### src/rtl/ni_rx_depacketizer.sv
// ---------------------------------------------------------------------------
// ni_rx_depacketizer
// Receive-side network interface between a router output port and a neuron
// core. Incoming flits are buffered in one show-ahead FIFO per virtual
// channel. A single VC is granted for a whole packet. Head/body/tail flits
// are reassembled into a NUM_NURNS-bit spike vector plus header fields.
// Every popped flit returns one credit on its VC.
//
// Optional feature: define NI_RR_ARB_EN for round-robin VC arbitration.
// When it is undefined, the lowest-index non-empty VC wins.
//
// Ports:
//   router_clk    clock, rising edge
//   router_rst    asynchronous active-low reset
//   flit_in_wr    flit_in valid this cycle
//   flit_in       {kind[1:0], one-hot vc[VIRTUAL_CHANNEL-1:0], payload[31:0]}
//   credit_out    one-cycle credit pulse per popped flit, per VC
//   pkt_valid     reassembled packet available (held until pkt_ready)
//   pkt_ready     consumer accepts the packet
//   pkt_type      head payload [31:29]
//   pkt_src_x     head payload [2*AW-1:AW]
//   pkt_src_y     head payload [AW-1:0]
//   spike_vector  reassembled payload, first data word in [31:0]
//   len_err       with pkt_valid: data-word count differs from NUM_NURNS/32
//   proto_err     one-cycle pulse on a protocol violation
//   overflow_err  sticky flag: a flit was written to a full FIFO
// ---------------------------------------------------------------------------
module ni_rx_depacketizer #(
  parameter int VIRTUAL_CHANNEL = 4,
  parameter int ADDRESS_WIDTH   = 5,
  parameter int NUM_NURNS       = 128,
  parameter int FIFO_AW         = 3
) (
  input  logic                         router_clk,
  input  logic                         router_rst,
  input  logic                         flit_in_wr,
  input  logic [VIRTUAL_CHANNEL+33:0]  flit_in,
  output logic [VIRTUAL_CHANNEL-1:0]   credit_out,
  output logic                         pkt_valid,
  input  logic                         pkt_ready,
  output logic [2:0]                   pkt_type,
  output logic [ADDRESS_WIDTH-1:0]     pkt_src_x,
  output logic [ADDRESS_WIDTH-1:0]     pkt_src_y,
  output logic [NUM_NURNS-1:0]         spike_vector,
  output logic                         len_err,
  output logic                         proto_err,
  output logic                         overflow_err
);

  localparam int FLIT_WIDTH = 2 + VIRTUAL_CHANNEL + 32;
  localparam int WORDS      = NUM_NURNS / 32;
  localparam int DEPTH      = 1 << FIFO_AW;
  localparam int CNT_W      = $clog2(WORDS + 2);
  localparam int VC_W       = (VIRTUAL_CHANNEL > 1) ? $clog2(VIRTUAL_CHANNEL) : 1;

  localparam logic [1:0] K_BODY   = 2'b00;
  localparam logic [1:0] K_TAIL   = 2'b01;
  localparam logic [1:0] K_HEAD   = 2'b10;
  localparam logic [1:0] K_SINGLE = 2'b11;

  typedef enum logic [1:0] {S_IDLE, S_RECV, S_OUT} state_t;

  // Storage keeps only kind + payload; the VC field is implied by the FIFO.
  logic [33:0]                 mem_q [VIRTUAL_CHANNEL][DEPTH];
  logic [FIFO_AW:0]            wptr_q [VIRTUAL_CHANNEL];
  logic [FIFO_AW:0]            rptr_q [VIRTUAL_CHANNEL];
  logic [VIRTUAL_CHANNEL-1:0]  empty, full, push, pop;
  logic [VIRTUAL_CHANNEL-1:0]  wr_vc;
  logic                        wr_onehot, bad_vc, ovf_set, do_pop;
  logic [1:0]                  rd_kind;
  logic [31:0]                 rd_pay;

  state_t                      state_q, state_d;
  logic [VC_W-1:0]             vc_sel_q, vc_sel_d, grant;
  logic                        got_head_q, got_head_d, perr_rx;
  logic [CNT_W-1:0]            cnt_q, cnt_d, cnt_inc;
  logic [NUM_NURNS-1:0]        shift_q, shift_d, shifted;
  logic [2:0]                  type_q, type_d;
  logic [ADDRESS_WIDTH-1:0]    srcx_q, srcx_d, srcy_q, srcy_d;
  logic [NUM_NURNS-1:0]        spike_q, spike_d;
  logic                        len_err_q, len_err_d;
  logic [VIRTUAL_CHANNEL-1:0]  credit_q;
  logic                        proto_q, ovf_q;
`ifdef NI_RR_ARB_EN
  logic [VC_W-1:0]             rr_q, rr_d;
`endif

  // Insert a payload word at the top, moving older words toward [31:0].
  function automatic logic [NUM_NURNS-1:0] shift_in(input logic [NUM_NURNS-1:0] s,
                                                    input logic [31:0] p);
    logic [NUM_NURNS-1:0] r;
    r = s >> 32;
    r[NUM_NURNS-1 -: 32] = p;
    return r;
  endfunction

  // A short packet leaves its words at the top of the shifter; move them down
  // so the first data word always lands in [31:0].
  function automatic logic [NUM_NURNS-1:0] align(input logic [NUM_NURNS-1:0] s,
                                                 input logic [CNT_W-1:0] c);
    logic [NUM_NURNS-1:0] r;
    int off;
    r   = '0;
    off = (int'(c) >= WORDS) ? 0 : WORDS - int'(c);
    for (int w = 0; w < WORDS; w++)
      if (w + off < WORDS) r[w*32 +: 32] = s[(w+off)*32 +: 32];
    return r;
  endfunction

  always_comb begin
    for (int v = 0; v < VIRTUAL_CHANNEL; v++) begin
      empty[v] = (wptr_q[v] == rptr_q[v]);
      full[v]  = (wptr_q[v][FIFO_AW] != rptr_q[v][FIFO_AW]) &&
                 (wptr_q[v][FIFO_AW-1:0] == rptr_q[v][FIFO_AW-1:0]);
    end
  end

  always_comb begin
    pop = '0;
    if (state_q == S_RECV && !empty[vc_sel_q]) pop[vc_sel_q] = 1'b1;
    do_pop  = |pop;
    rd_kind = mem_q[vc_sel_q][rptr_q[vc_sel_q][FIFO_AW-1:0]][33:32];
    rd_pay  = mem_q[vc_sel_q][rptr_q[vc_sel_q][FIFO_AW-1:0]][31:0];
  end

  // A full FIFO still accepts a write when it is popped in the same cycle.
  always_comb begin
    wr_vc     = flit_in[32 +: VIRTUAL_CHANNEL];
    wr_onehot = (wr_vc != '0) && ((wr_vc & (wr_vc - VIRTUAL_CHANNEL'(1))) == '0);
    push      = '0;
    ovf_set   = 1'b0;
    if (flit_in_wr && wr_onehot) begin
      push    = wr_vc & (~full | pop);
      ovf_set = |(wr_vc & full & ~pop);
    end
    bad_vc = flit_in_wr && !wr_onehot;
  end

  always_comb begin
    grant = '0;
`ifdef NI_RR_ARB_EN
    begin
      logic found;
      int   idx;
      found = 1'b0;
      idx   = 0;
      for (int i = 0; i < VIRTUAL_CHANNEL; i++) begin
        idx = (int'(rr_q) + 1 + i) % VIRTUAL_CHANNEL;
        if (!found && !empty[idx]) begin
          grant = VC_W'(idx);
          found = 1'b1;
        end
      end
    end
`else
    for (int i = VIRTUAL_CHANNEL - 1; i >= 0; i--)
      if (!empty[i]) grant = VC_W'(i);
`endif
  end

  always_comb begin
    state_d    = state_q;
    vc_sel_d   = vc_sel_q;
    got_head_d = got_head_q;
    cnt_d      = cnt_q;
    shift_d    = shift_q;
    type_d     = type_q;
    srcx_d     = srcx_q;
    srcy_d     = srcy_q;
    spike_d    = spike_q;
    len_err_d  = len_err_q;
    perr_rx    = 1'b0;
`ifdef NI_RR_ARB_EN
    rr_d       = rr_q;
`endif
    cnt_inc = (cnt_q == CNT_W'(WORDS + 1)) ? cnt_q : cnt_q + CNT_W'(1);
    shifted = shift_in(shift_q, rd_pay);
    unique case (state_q)
      S_IDLE: begin
        if (|(~empty)) begin
          state_d    = S_RECV;
          vc_sel_d   = grant;
          got_head_d = 1'b0;
`ifdef NI_RR_ARB_EN
          rr_d       = grant;
`endif
        end
      end
      S_RECV: begin
        if (do_pop) begin
          unique case (rd_kind)
            K_HEAD, K_SINGLE: begin
              perr_rx = got_head_q;
              type_d  = rd_pay[31:29];
              srcx_d  = rd_pay[2*ADDRESS_WIDTH-1:ADDRESS_WIDTH];
              srcy_d  = rd_pay[ADDRESS_WIDTH-1:0];
              if (rd_kind == K_HEAD) begin
                shift_d    = '0;
                cnt_d      = '0;
                got_head_d = 1'b1;
              end else begin
                shift_d    = shift_in('0, rd_pay);
                cnt_d      = CNT_W'(1);
                spike_d    = align(shift_in('0, rd_pay), CNT_W'(1));
                len_err_d  = (WORDS != 1);
                got_head_d = 1'b0;
                state_d    = S_OUT;
              end
            end
            K_BODY, K_TAIL: begin
              if (!got_head_q) begin
                // Orphan flit: drop it and release the grant.
                perr_rx = 1'b1;
                state_d = S_IDLE;
              end else begin
                shift_d = shifted;
                cnt_d   = cnt_inc;
                if (rd_kind == K_TAIL) begin
                  spike_d    = align(shifted, cnt_inc);
                  len_err_d  = (cnt_inc != CNT_W'(WORDS));
                  got_head_d = 1'b0;
                  state_d    = S_OUT;
                end
              end
            end
            default: ;
          endcase
        end
      end
      S_OUT: begin
        if (pkt_ready) state_d = S_IDLE;
      end
      default: state_d = S_IDLE;
    endcase
  end

  always_ff @(posedge router_clk) begin
    for (int v = 0; v < VIRTUAL_CHANNEL; v++)
      if (push[v]) mem_q[v][wptr_q[v][FIFO_AW-1:0]] <= {flit_in[FLIT_WIDTH-1 -: 2], flit_in[31:0]};
  end

  always_ff @(posedge router_clk or negedge router_rst) begin
    if (!router_rst) begin
      for (int v = 0; v < VIRTUAL_CHANNEL; v++) begin
        wptr_q[v] <= '0;
        rptr_q[v] <= '0;
      end
      state_q    <= S_IDLE;
      vc_sel_q   <= '0;
      got_head_q <= 1'b0;
      cnt_q      <= '0;
      shift_q    <= '0;
      type_q     <= '0;
      srcx_q     <= '0;
      srcy_q     <= '0;
      spike_q    <= '0;
      len_err_q  <= 1'b0;
      credit_q   <= '0;
      proto_q    <= 1'b0;
      ovf_q      <= 1'b0;
`ifdef NI_RR_ARB_EN
      rr_q       <= '0;
`endif
    end else begin
      for (int v = 0; v < VIRTUAL_CHANNEL; v++) begin
        if (push[v]) wptr_q[v] <= wptr_q[v] + 1'b1;
        if (pop[v])  rptr_q[v] <= rptr_q[v] + 1'b1;
      end
      state_q    <= state_d;
      vc_sel_q   <= vc_sel_d;
      got_head_q <= got_head_d;
      cnt_q      <= cnt_d;
      shift_q    <= shift_d;
      type_q     <= type_d;
      srcx_q     <= srcx_d;
      srcy_q     <= srcy_d;
      spike_q    <= spike_d;
      len_err_q  <= len_err_d;
      credit_q   <= pop;
      proto_q    <= bad_vc | perr_rx;
      ovf_q      <= ovf_q | ovf_set;
`ifdef NI_RR_ARB_EN
      rr_q       <= rr_d;
`endif
    end
  end

  assign credit_out   = credit_q;
  assign pkt_valid    = (state_q == S_OUT);
  assign pkt_type     = type_q;
  assign pkt_src_x    = srcx_q;
  assign pkt_src_y    = srcy_q;
  assign spike_vector = spike_q;
  assign len_err      = len_err_q;
  assign proto_err    = proto_q;
  assign overflow_err = ovf_q;

endmodule

### config.mk
export PLATFORM = sky130hd
export DESIGN_NAME = ni_rx_depacketizer
export DESIGN_NICKNAME = d
export VERILOG_FILES = /design/src/rtl/ni_rx_depacketizer.sv
export SDC_FILE = /design/constraint.sdc
export NUM_CORES = 2
export LEC_CHECK = 0
export CELL_PAD_IN_SITES_DETAIL_PLACEMENT = 1
export CELL_PAD_IN_SITES_GLOBAL_PLACEMENT = 2
export CORE_MARGIN = 4
export CORE_UTILIZATION = 46
export DETAILED_ROUTE_END_ITERATION = 16
export GPL_ROUTABILITY_DRIVEN = 0
export GPL_TIMING_DRIVEN = 1
export PLACE_DENSITY = 0.77
export SETUP_SLACK_MARGIN = 0.5
export SYNTH_ARGS = -nofsm -noshare
export SYNTH_HDL_FRONTEND = slang
export SYNTH_SLANG_ARGS = --single-unit
### constraint.sdc
create_clock -name router_clk -period 7.5 [get_ports router_clk]
set_input_delay 2.25 -clock router_clk [delete_from_list [all_inputs] [get_ports router_clk]]
set_output_delay 2.25 -clock router_clk [all_outputs]
set_load 0.05 [all_outputs]
==> summary.md <==
| Metric | Value |
|---|---|
| Die span in x | 360 microns |
| Worst skew pair latency | 760 ps |
| WL per Instance | ~32 microns |
| DR vias/cell | ~6.3 |
| M1 GR Usage | 32.8% |
| Internal Power | 0.0193 W |
| Clock power frac | 21.9% |
| Setup violations, final | 0 |
| Hold path start | overflow_err |
| Max_cap viols | 0 |
| Fillers | about 11k |
| Worst setup SP type | flop |
| Syn avg cell area | 19.0 sq um |
| Drt first-iter violations | around 3.3k |
| Num ports | around 190 |
| Die area | about 130,000 sq um |
| DPL Wire Length | ~88,000 microns |
| # DRC | 0 |
| VDD IR max | 0.528 mV |
| Number of enable flip-flop cells after synthesis | between 1k and 1.5k |
| Share of cells above drive strength 1 | a little over a quarter |
| Share of power burned in registers | 30.7% |
| Reg area | between 30,000 and 40,000 sq um |
| Top FF cell, synth | edfxtp_1 |
| Top cells by count, synth | edfxtp_1, mux4_2, dfrtp_1 |
| Crit end category | flop |
| FF-to-FF path depth | 8 |
| Setup CP Type | reg -> reg |
| Resize count post-CTS | 0 |
| Max FO, Critical Path | 55 |
| Combinational power share | 47.4% |
| Die H | around 360 microns |
| Routed WL | 157,000 microns |
| Hold Fails Final Rpt | 0 |
| Clk buf depth | 3 |
| Global routing's busiest layer | met2 |
| FF-to-FF End | spike_vector[62] |
| GR met3 Demand/Resource | 4.04% |
| Sequential area share after synthesis | 69.7% |
| Worst setup endpoint | spike_vector[62] |
| Synth top area share | between 50% and 60% |
| Cell area after synthesis | approximately 57,000 sq um |
| Area growth syn-to-layout | 14.7% |
| YS warnings | 0 |
| Worst slew pin tran | 1350 ps |
| Worst-path clk slew | 60 ps |
| Post-route minimum period | ~5300 ps |
| Hold_buf cts | 0 |
| Final period util | between 70% and 80% |
| Number of H-tree levels | 4 |
| FF+latch count, synth | 1,372 |
| Total Nets Final | roughly 3.3k |
| Outcome | finished, final reports clean |
| Num CTS Buffers | approximately 150 |
| Core area | 123,000 sq um |
| Post-CTS setup buffers | 0 |
| Max_slew headroom | 9.55% |
| Row count | around 130 |
| Max Clock Skew | 27.5 ps |
| CP Data Arrival Time | between 5000 and 6000 ps |
| Switching share of power | 40.9% |
| Reg-to-Reg Start | vc_sel_q[0] |
| Multi-input logic area | between 15,000 and 20,000 sq um |
| Pins Over Slew Limit | 0 |
| Vias in the first global route | 33.5k |
| Buffers on Ports | 190 |
| CP required | 8190 ps |
| TNS Setup | 0 ps |
| Netlist cell types | 73 |
| Met2 Usage GRT | 41.0% |
| Antenna Violating Nets Remaining | 0 |
| RSZ-0062 raised after global routing | false |
| Clk root buf | clkbuf_16 |
| Leading cell type by number of instances after synthesis | edfxtp_1 |
| NetSw | 0.0133 W |
| TritonRoute pass-1 iters | 5 |
| FMAX | 189 MHz |
| Initial antenna violation count | 5 |
| CP startpoint | vc_sel_q[0] |
| Effective utilization at floorplan | between 40% and 50% |
| Total grt overflow | 0 |
| Worst hold path type | reg -> reg |
| Reg2Reg Setup Slack | between 2000 and 2500 ps |
| Pwr/cell area | approximately 500 nW/um^2 |
| Mapped Cells | 3,004 |
| Leakage power | between 20 and 25 nW |
| Largest area contributor in the synthesized netlist | edfxtp_1 |
| Final core utilization | between 50% and 60% |
| Largest cells by area after synthesis | edfxtp_1, mux4_2, dfrtp_1 |
| FFs w/ async S/R, synth | 20.7% |
| CTS tree | yes |
| All-Layer GR Usage | roughly a quarter |
| Clk sinks | 1,372 |
| First-pass GRT wire length | between 200,000 and 250,000 microns |
| Routed via count | 31.1k |
| Largest net degree at the start of global routing | between 100 and 150 |
==> registers in the layout (all words and copies together), names as in the netlist <==
signal        cells
proto_err         1
mem_q          1088
pkt_src_y         5
pkt_src_x         5
len_err           1
vc_sel_q          2
overflow_err      1
spike_vector    128
credit_out        4
state_q           2
got_head_q        1
rptr_q           16
cnt_q             3
pkt_type          3
shift_q          96
wptr_q           16
==> logic make-up after synthesis <==
kind of cell,after synthesis,synth area share [%]
DFF,1372,69.7
muxes,494,16.8
AOI/OAI and AO/OA,460,7.00
and+or+nand+nor,365,3.05
buffers and inverters,239,2.21
xor gates and xnor gates,44,0.675
adders and majority gates,28,0.614
other,2,0.0132
==> metrics by stage <==
step | area (sq um) | std cells | hold WS (ps) | setup WS [ps] | power (W)
final | 65500 | 4956 | 489 | 2210 | 0.0326
after global routing | 65500 | 4955 | 502 | 1850 | 0.0340
after CTS | 65500 | 4954 | 492 | 2230 | 0.0328
after detailed placement | 60800 | 4689 | 477 | 1750 | 0.0256
after global placement | 60800 | 4689 | 459 | 1770 | 0.0252
after floorplan | 57200 | 3019 | 460 | 670 | 0.0207
==> worst max-delay path, cell delays in order (launching register included) <==
cell and delay [ps]:
dfrtp_4 1020, mux4_4 540, buf_4 680, buf_4 910, mux2_2 330, o22ai_1 120
nor2_1 910, mux4_2 430, a22o_1 120
==> worst min path at each step <==
| stage | depth (start not counted) | slack, ps | to |
|---|---|---|---|
| floorplan | 1 | 460 | wptr_q[11] |
| global placement | 1 | 460 | overflow_err |
| detailed placement | 1 | 480 | spike_vector[75] |
| CTS | 1 | 490 | overflow_err |
| global route | 1 | 500 | overflow_err |
| finish | 1 | 490 | overflow_err |
==> layer usage <==
metal	vias up	wire, microns
li1	12764	-
met1	16792	62700
met2	1298	80100
met3	226	10700
met4	2	3530
met5	-	13
==> power by group through the flow <==
stage	sequential [W]	combinational [W]	clock, W
finish	0.0100	0.0155	0.00713
global route	0.0101	0.0163	0.00762
CTS	0.0100	0.0155	0.00727
detailed placement	0.0101	0.0154	0
global placement	0.0101	0.0151	0
floorplan	0.0107	0.00999	0
==> final cells by class <==
| type | instances | share of cell area [%] |
|---|---|---|
| flip-flops and latches | 1372 | 60.7 |
| multi-input cells | 1408 | 25.0 |
| clock buffers | 189 | 5.93 |
| repair buffers | 263 | 3.84 |
| well taps | 1625 | 3.10 |
| clock inverters | 76 | 1.29 |
| inverters | 21 | 0.124 |
| diodes | 2 | 0.00764 |
==> placed cells by master, fill, tap and decap left out, types with 50 or more instances in the layout <==
master / instances
clkdlybuf4s50_1: 188
buf_4: 68
dfrtp_1: 282
mux2_4: 51
mux4_2: 336
o22ai_2: 50
a22o_1: 164
edfxtp_1: 1088
mux2_2: 83
clkbuf_16: 146
nand2_1: 163
nor2_1: 56
Note: power is estimated with default switching activity, not from simulation.
